[src/rtl/demux2_buffered_if.sv]
`default_nettype none
// ============================================================================
// Module      : demux2_buffered_if
// Description : Bundle of the handshake/data signals around demux2_buffered.
//               One upstream valid/ready port with a destination select, two
//               downstream valid/ready ports (A and B), and per-port
//               occupancy and delivered-word counters.
//   slave  modport : the demultiplexer's view (takes upstream, drives A/B)
//   master modport : the environment's view (offers words, consumes A/B)
// Revision    : 1.0  initial release
// ============================================================================
interface demux2_buffered_if #(
   parameter int WIDTH = 32,
   parameter int CNTW  = 16
);
   logic             in_valid;
   logic             in_ready;
   logic             in_sel;
   logic [WIDTH-1:0] in_data;

   logic             a_valid;
   logic             a_ready;
   logic [WIDTH-1:0] a_data;
   logic             b_valid;
   logic             b_ready;
   logic [WIDTH-1:0] b_data;

   logic [1:0]       a_count;
   logic [1:0]       b_count;
   logic [CNTW-1:0]  a_total;
   logic [CNTW-1:0]  b_total;

   modport slave (
      input  in_valid, in_sel, in_data, a_ready, b_ready,
      output in_ready, a_valid, a_data, b_valid, b_data,
             a_count, b_count, a_total, b_total
   );

   modport master (
      output in_valid, in_sel, in_data, a_ready, b_ready,
      input  in_ready, a_valid, a_data, b_valid, b_data,
             a_count, b_count, a_total, b_total
   );
endinterface
`default_nettype wire

[src/rtl/demux2_buffered.sv]
`default_nettype none
// ============================================================================
// Module      : demux2_buffered
// Description : 1-to-2 demultiplexer with an independent 2-entry FIFO per
//               output port. A word offered upstream is routed by in_sel
//               (0 = port A, 1 = port B) and appears on that port one cycle
//               later from registered storage. Each port counts its
//               delivered words, wrapping modulo 2^CNTW.
// Ports       : clk    rising-edge clock
//               rst_n  asynchronous active-low reset
//               bus    demux2_buffered_if.slave (upstream, A, B, counters)
// Revision    : 1.0  initial release
// ============================================================================
module demux2_buffered #(
   parameter int WIDTH = 32,
   parameter int CNTW  = 16
) (
   input  wire logic           clk,
   input  wire logic           rst_n,
   demux2_buffered_if.slave    bus
);

   typedef enum logic [1:0] {
      EMPTY = 2'd0,
      ONE   = 2'd1,
      TWO   = 2'd2
   } fifo_state_t;

   logic [1:0]       sel_oh;
   logic [1:0]       push;
   logic [1:0]       pop;
   logic [1:0]       port_count [2];
   logic [WIDTH-1:0] port_data  [2];
   logic [CNTW-1:0]  port_total [2];

   // Readiness depends only on the selected port's registered occupancy, so
   // a pop in the same cycle never lets a full FIFO take a word.
   assign sel_oh       = {bus.in_sel, ~bus.in_sel};
   assign bus.in_ready = bus.in_sel ? (port_count[1] != 2'd2)
                                    : (port_count[0] != 2'd2);
   assign push         = {2{bus.in_valid & bus.in_ready}} & sel_oh;
   assign pop          = {bus.b_valid & bus.b_ready, bus.a_valid & bus.a_ready};

   generate
      for (genvar i = 0; i < 2; i++) begin : g_port
         fifo_state_t      state_q, state_d;
         logic             rd_ptr_q, rd_ptr_d;
         logic             wr_ptr_q, wr_ptr_d;
         logic [CNTW-1:0]  total_q, total_d;
         logic [WIDTH-1:0] mem_q [2];

         // Ring of two slots: in state ONE the write pointer sits one past
         // the head, so a simultaneous push/pop naturally makes the new word
         // the head.
         always_comb begin
            state_d  = state_q;
            rd_ptr_d = rd_ptr_q;
            wr_ptr_d = wr_ptr_q;
            total_d  = total_q;
            if (push[i]) begin
               wr_ptr_d = ~wr_ptr_q;
            end
            if (pop[i]) begin
               rd_ptr_d = ~rd_ptr_q;
               total_d  = total_q + CNTW'(1);
            end
            case (state_q)
               EMPTY: begin
                  if (push[i]) state_d = ONE;
               end
               ONE: begin
                  if (push[i] && !pop[i])      state_d = TWO;
                  else if (!push[i] && pop[i]) state_d = EMPTY;
               end
               TWO: begin
                  if (pop[i]) state_d = ONE;
               end
               default: state_d = EMPTY;
            endcase
         end

         always_ff @(posedge clk or negedge rst_n) begin
            if (!rst_n) begin
               state_q  <= EMPTY;
               rd_ptr_q <= 1'b0;
               wr_ptr_q <= 1'b0;
               total_q  <= '0;
            end else begin
               state_q  <= state_d;
               rd_ptr_q <= rd_ptr_d;
               wr_ptr_q <= wr_ptr_d;
               total_q  <= total_d;
            end
         end

         // Storage carries no reset; stale contents are hidden by valid.
         always_ff @(posedge clk) begin
            if (push[i]) begin
               mem_q[wr_ptr_q] <= bus.in_data;
            end
         end

         assign port_count[i] = state_q;
         assign port_data[i]  = mem_q[rd_ptr_q];
         assign port_total[i] = total_q;
      end
   endgenerate

   assign bus.a_count = port_count[0];
   assign bus.b_count = port_count[1];
   assign bus.a_valid = (port_count[0] != 2'd0);
   assign bus.b_valid = (port_count[1] != 2'd0);
   assign bus.a_data  = port_data[0];
   assign bus.b_data  = port_data[1];
   assign bus.a_total = port_total[0];
   assign bus.b_total = port_total[1];

endmodule
`default_nettype wire

[src/flat_wrapper.sv]
// flat-port wrapper written by rule: the top's interface ports become plain ports
module demux2_buffered_flat 
#(
   parameter int WIDTH = 32,
   parameter int CNTW  = 16
)
  (clk, rst_n, bus_in_valid, bus_in_sel, bus_in_data, bus_a_ready, bus_b_ready, bus_in_ready, bus_a_valid, bus_a_data, bus_b_valid, bus_b_data, bus_a_count, bus_b_count, bus_a_total, bus_b_total);
  demux2_buffered_if #(.WIDTH(WIDTH), .CNTW(CNTW)) bus_i ();
  input  wire logic clk;
  input  wire logic rst_n;
  input wire logic [$bits(bus_i.in_valid)-1:0] bus_in_valid;
  input wire logic [$bits(bus_i.in_sel)-1:0] bus_in_sel;
  input wire logic [$bits(bus_i.in_data)-1:0] bus_in_data;
  input wire logic [$bits(bus_i.a_ready)-1:0] bus_a_ready;
  input wire logic [$bits(bus_i.b_ready)-1:0] bus_b_ready;
  output wire logic [$bits(bus_i.in_ready)-1:0] bus_in_ready;
  output wire logic [$bits(bus_i.a_valid)-1:0] bus_a_valid;
  output wire logic [$bits(bus_i.a_data)-1:0] bus_a_data;
  output wire logic [$bits(bus_i.b_valid)-1:0] bus_b_valid;
  output wire logic [$bits(bus_i.b_data)-1:0] bus_b_data;
  output wire logic [$bits(bus_i.a_count)-1:0] bus_a_count;
  output wire logic [$bits(bus_i.b_count)-1:0] bus_b_count;
  output wire logic [$bits(bus_i.a_total)-1:0] bus_a_total;
  output wire logic [$bits(bus_i.b_total)-1:0] bus_b_total;
  assign bus_i.in_valid = bus_in_valid;
  assign bus_i.in_sel = bus_in_sel;
  assign bus_i.in_data = bus_in_data;
  assign bus_i.a_ready = bus_a_ready;
  assign bus_i.b_ready = bus_b_ready;
  assign bus_in_ready = bus_i.in_ready;
  assign bus_a_valid = bus_i.a_valid;
  assign bus_a_data = bus_i.a_data;
  assign bus_b_valid = bus_i.b_valid;
  assign bus_b_data = bus_i.b_data;
  assign bus_a_count = bus_i.a_count;
  assign bus_b_count = bus_i.b_count;
  assign bus_a_total = bus_i.a_total;
  assign bus_b_total = bus_i.b_total;
  demux2_buffered #(.WIDTH(WIDTH), .CNTW(CNTW)) u_core (.clk(clk), .rst_n(rst_n), .bus(bus_i));
endmodule
[config.mk]
export PLATFORM = sky130hd
export DESIGN_NAME = demux2_buffered_flat
export DESIGN_NICKNAME = d
export VERILOG_FILES = /design/src/rtl/demux2_buffered_if.sv /design/src/rtl/demux2_buffered.sv /design/src/flat_wrapper.sv
export SDC_FILE = /design/constraint.sdc
export NUM_CORES = 1
export LEC_CHECK = 0
export CORE_ASPECT_RATIO = 1.25
export CORE_MARGIN = 3
export CORE_UTILIZATION = 45
export CTS_BUF_LIST = sky130_fd_sc_hd__clkbuf_4 sky130_fd_sc_hd__clkbuf_8
export DETAILED_ROUTE_END_ITERATION = 6
export PLACE_DENSITY_LB_ADDON = 0.12
export RECOVER_POWER = 25
export SYNTH_ARGS = -nofsm -noshare
export SYNTH_HDL_FRONTEND = slang
export SYNTH_SLANG_ARGS = --single-unit
[constraint.sdc]
create_clock -name clk -period 3.5 [get_ports clk]
set_input_delay 1.05 -clock clk [delete_from_list [all_inputs] [get_ports clk]]
set_output_delay 1.05 -clock clk [all_outputs]
set_load 0.05 [all_outputs]
-- Word level (Yosys, flattened, before mapping)
Memories as Yosys holds them, arrays and structs flattened.
Cells that the tools add are included.
- register bits: 40
- bits in latches: 0
- bits in writable memories: 128
- ROM bits: 0
- input bits: 38
- output and inout bits: 103
- word-level logic and storage cells: 62
- memories kept: 2
- memory list (memory ; words ; bits a word ; rd ports ; clocked after Yosys merged registers in ; write ports ; RTL line ; RTL):
    u_core.g_port[0].mem_q ; 2 ; 32 ; 1 ; 0 ; 1 ; demux2_buffered.sv:50 ; logic [WIDTH-1:0] mem_q [2];
    u_core.g_port[1].mem_q ; 2 ; 32 ; 1 ; 0 ; 1 ; demux2_buffered.sv:50 ;
- add/sub/neg operators: 2
- multipliers: 0
- divide/modulo/power cells: 0
- order comparisons: 0
- equal/unequal tests: 12
- shift-type cells: 0
- muxes and demuxes: 15
- bitwise operators: 9
- reduce and logical (&&, ||, !) cells: 14
- operators by type and width (cell ; number):
    adder 16 x 1 -> 16 bit (second input constant) ; 2
    two-way mux 2 bit ; 8
    case mux 2 bit (3 select lines) ; 2
    inequality test 2 x 1 -> 1 bit (second input constant) ; 4
    inequality test 3 x 1 -> 1 bit (second input constant) ; 2
    AND reduction 3 bit ; 2
    two-way mux 1 bit ; 5
    NOT 1 bit ; 5
    equality test 2 x 1 -> 1 bit (second input constant) ; 2
    equality test 2 bit (second input constant) ; 2
    logical AND 1 bit ; 4
    logical NOT 1 bit ; 4
    logical NOT 2 bit ; 2
    inequality test 2 bit (second input constant) ; 2
    nonzero test 2 bit ; 2
    bitwise AND 1 bit ; 3
    bitwise AND 2 bit ; 1

-- Logic depth before layout (Yosys ltp)
- depth after elaboration: 9
- mapped depth: 6
- mapped depth without buffers: 5

-- Worst setup path before layout
OpenSTA, ideal clock, no wires.
- kind: input to register
- start point: input port bus_in_valid
- end point: memory u_core.g_port[1].mem_q[0][0] (enable)
- setup time: 0.425 ns
- arrival time: 2.837 ns
- data required time: 3.075 ns
- setup slack: 0.238 ns
- stages on the path: 3
- buffers on the path: 1
- cells stage by stage: and3_1 > clkbuf_1 > nor2b_1
- word-level cells in the longest chain between the ends: 4
- RTL lines (what ; RTL line ; RTL):
    from (decl) ; flat_wrapper.sv:11 ; input wire logic [$bits(bus_i.in_valid)-1:0] bus_in_valid;
    bitwise AND 1 bit ; demux2_buffered.sv:41 ; assign push = {2{bus.in_valid & bus.in_ready}} & sel_oh;
    bitwise AND 2 bit ; demux2_buffered.sv:41 ;
    net u_core.push[1] ; demux2_buffered.sv:30 ; logic [1:0] push;
    two-way mux 1 bit ; demux2_buffered.sv:98 ; if (push[i]) begin
    two-way mux 1 bit (not written as such) ; demux2_buffered.sv:99 ; mem_q[wr_ptr_q] <= bus.in_data;
    to (decl) ; demux2_buffered.sv:50 ;
The timed path passes the listed nets, and every way through them passes these cells.

-- Worst setup path in the final report
- start point: register u_core.g_port[1].rd_ptr_q
- end point: output port bus_b_data[13]
- word-level cells in the longest chain between the ends: 1
- RTL lines (what ; RTL line ; RTL):
    from (decl) ; demux2_buffered.sv:47 ; logic rd_ptr_q, rd_ptr_d;
    from (signal assigned) ; demux2_buffered.sv:90 ; rd_ptr_q <= rd_ptr_d;
    memory read (2 x 32 bit) ; n/a ;
    to (decl) ; flat_wrapper.sv:20 ; output wire logic [$bits(bus_i.b_data)-1:0] bus_b_data;
No other way between the ends.

==> impl_results.md <==
- Combinational Power Share: 43.8%
- DRT Pass-1 Iters: 4
- Seq pwr share: 36.3%
- Met3 WL: 694 um
- Core Rows: 48
- DP Wirelength: 8.21 mm
- Global route overflow: 0
- Skew-Pair Late Insertion Delay: 0.43 ns
- Worst-path clk slew: 0.09 ns
- M1 WL: 5.07 mm
- Setup TNS: 0 ns
- RSZ-0062 raised after global routing: false
- Net Count, Synth: 405
- Max Slew Vio Count: 0
- Placer congestion estimate: 0.747
- Number of global-route vias before repair: 3,745
- Cts hold-fix bufs: 0
- Post-synthesis instance area: 0.00648 mm2
- Routed wire length on met2: 6.35 mm
- Clk sinks: 168
- First-pass GRT wire length: 19.3 mm
- Antenna violations before repair: 1
- CTS tree: yes
- P&R area growth vs syn: 37.5%
- Mapped Cells: 364
- Most common flop cell mapped by yosys: edfxtp_1
- Die width: 113 um
- Crit path DAT: 2.18 ns
- Tot Pwr: 7.11 mW
- Worst EP required: 2.45 ns
- Max Clock Freq: 309 MHz
- Relative slew slack: 40.5%
- Htree depth: 4
- Routed WL: 12.2 mm
- Sw Ratio: 37.7%
- Max layer used: met4
- Seq/Total Area, Yosys: 74.8%
- Wirelength per Cell: 17.2 um
- Final #Nets: 561
- Largest net degree at the start of global routing: 41
- Final number of setup-violating endpoints: 0
- Root Buffer: clkbuf_8
- Unique cell type count in the Yosys netlist: 38
- Die area: 0.0159 mm2
- Clk network pwr share: 19.8%
- Actual slew at the worst max-slew pin: 0.893 ns
- Status: completed
- Post-synth EDFFs: 128
- Critical path startpoint category: flip-flop
- Number of post-CTS setup repair buffers: 0
- GRT Util Overall: 15.8%
- Post-layout util: 63.9%
- Post-route minimum period: 3.23 ns
- Io pins: 141
- Iteration-0 DRC Markers: 88
- Vias per std cell: 4.94
- Num CTS Buffers: 17
- IO buf count: 140
- Skew final: 0.0119 ns
- Avg Cell Area, Syn: 17.8 um2
- Period utilization: 92.3%
- FF+latch count, synth: 168
- Share of layout cells above drive strength 1: 28.5%
- Psw: 2.68 mW
- Internal cell power: 4.43 mW
- Post-CTS sizing: 0
- Drc violations: 0
- Clock Path Buffers: 2
- Setup Crit Path Kind: flip-flop to primary output
- Critical Path End Type: primary output
- FFs w/ async S/R, synth: 23.8%
- Power Density: 798 mW/mm2
- Die height: 140 um
- Core area: 0.0139 mm2
- Vias: 3,505
- Fin. Hold Viols: 0
- Initial core utilization: 46.5%
- Yosys warns: 0
- Max_cap viols: 0
- Post-route ant nets: 0
- Critical-path maximum fanout: 32
- VDD IR-drop max: 618 uV
- P_leak: 3.28 nW
- Worst hold path type: flip-flop to flip-flop
[cell usage in the layout (no fill, tap or decap), drive strengths merged, types with 2 or more instances in the layout]
master / synthesis / final
bufinv: 0 / 3
buf: 7 / 41
nand2b: 2 / 2
xor2: 8 / 8
nor3: 2 / 2
edfxtp: 128 / 128
inv: 4 / 6
nand3: 9 / 9
clkdlybuf4s50: 0 / 78
and2: 4 / 4
mux2i: 2 / 2
nand4: 10 / 10
and4: 5 / 5
and3: 4 / 4
nor2b: 2 / 2
nand2: 18 / 18
o21ai: 2 / 2
xnor2: 26 / 26
ha: 3 / 3
a21oi: 3 / 3
clkinv: 0 / 9
mux2: 64 / 64
or2: 2 / 2
dfrtp: 40 / 40
clkbuf: 3 / 18
o21a: 2 / 2
nor2: 8 / 8
dlygate4sd3: 0 / 28
[path summary, 6_finish.rpt]
path,start,to,slack [ns],depth (start not counted)
worst max-delay path,u_core.g_port[1].rd_ptr_q$_DFFE_PN0P_,bus_b_data[13],0.27,3
worst min register to register,u_core.bus.b_total[15]$_DFFE_PN0P_,u_core.bus.b_total[15]$_DFFE_PN0P_,0.47,1
worst min-delay path,u_core.bus.b_total[15]$_DFFE_PN0P_,u_core.bus.b_total[15]$_DFFE_PN0P_,0.47,1
max in group asynchronous,rst_n,u_core.bus.b_total[8]$_DFFE_PN0P_,2.19,1
min in group asynchronous,rst_n,u_core.bus.a_total[11]$_DFFE_PN0P_,0.73,1
worst max register to register,u_core.bus.a_count[0]$_DFFE_PN0P_,u_core.g_port[0].mem_q[0][11]$_DFFE_PP_,1.58,4
[per-stage QoR]
stage / setup WS, ns / hold WS (ns) / cell area [um2] / std cells
detailed placement: 0.422 / 0.456 / 8480 / 676
CTS: 0.215 / 0.473 / 8910 / 708
global route: 0.148 / 0.489 / 8910 / 709
floorplan: 0.238 / 0.455 / 6480 / 364
finish: 0.269 / 0.469 / 8910 / 709
global placement: 0.418 / 0.456 / 8480 / 676
[cell families (layout without fill, tap and decap cells)]
logic type      Yosys count  count (layout)  synth area share (%)
flops                   168             168                  74.8
simple gates             70              70                  6.64
mux                      66              66                  11.4
xor+xnor                 34              34                  4.60
buf+inv                  14             183                  1.04
compound gates            9               9                 0.908
fa+ha+maj                 3               3                 0.580
other cells               0               1                     0
[state kept, by name, summed over array words and instances, names as in the netlist]
signal	flops
u_core.bus.a_count	2
u_core.bus.a_total	16
u_core.bus.b_count	2
u_core.bus.b_total	16
u_core.g_port.mem_q	128
u_core.g_port.rd_ptr_q	2
u_core.g_port.wr_ptr_q	2
[worst max-delay path: stages (launching register included)]
cell	delay (ns)
dfrtp_1	0.42
buf_12	0.24
mux2_2	0.36
clkdlybuf4s50_1	0.72
[layer usage]
| metal | track usage (%) | vias up |
|---|---|---|
| li1 | - | 1675 |
| met1 | 19.6 | 1721 |
| met2 | 26.3 | 102 |
| met3 | 5.10 | 7 |
| met4 | 5.32 | 0 |
| met5 | 0 | - |
[layout make-up]
type,count,area [um2]
fillers,1014,5020
multi-input cells,182,1590
flip-flops and latches,168,4840
inverters,4,15.0
repair buffers,147,1820
clock buffers,18,248
diodes,1,2.50
clock inverters,14,174
well taps,175,219
[synth_stat cells (2+ instances only)]
| library cell | n | area [um2] |
|---|---|---|
| a21oi_1 | 3 | 15.0 |
| and2_1 | 4 | 25.0 |
| and3_1 | 3 | 18.8 |
| and4_1 | 4 | 35.0 |
| buf_2 | 6 | 30.0 |
| clkbuf_1 | 3 | 11.3 |
| dfrtp_1 | 40 | 1000 |
| edfxtp_1 | 128 | 3840 |
| ha_1 | 3 | 37.5 |
| inv_1 | 4 | 15.0 |
| mux2_2 | 64 | 721 |
| mux2i_1 | 2 | 20.0 |
| nand2_1 | 18 | 67.6 |
| nand2b_1 | 2 | 12.5 |
| nand3_1 | 8 | 40.0 |
| nand4_1 | 8 | 50.1 |
| nor2_1 | 7 | 26.3 |
| nor2b_1 | 2 | 12.5 |
| nor3_1 | 2 | 10.0 |
| o21a_1 | 2 | 15.0 |
| or2_2 | 2 | 12.5 |
| xnor2_1 | 26 | 228 |
| xor2_1 | 8 | 70.1 |
[power groups by stage]
stage	clock, mW	combinational (mW)	sequential (mW)
4_1_cts	1.46	3.17	2.58
3_5_place_dp	0	3.16	2.62
2_1_floorplan	0	1.70	2.80
5_1_grt	1.55	3.24	2.61
6_report	1.41	3.12	2.58
3_3_place_gp	0	3.15	2.61
Note: power is estimated with default switching activity, not from simulation.
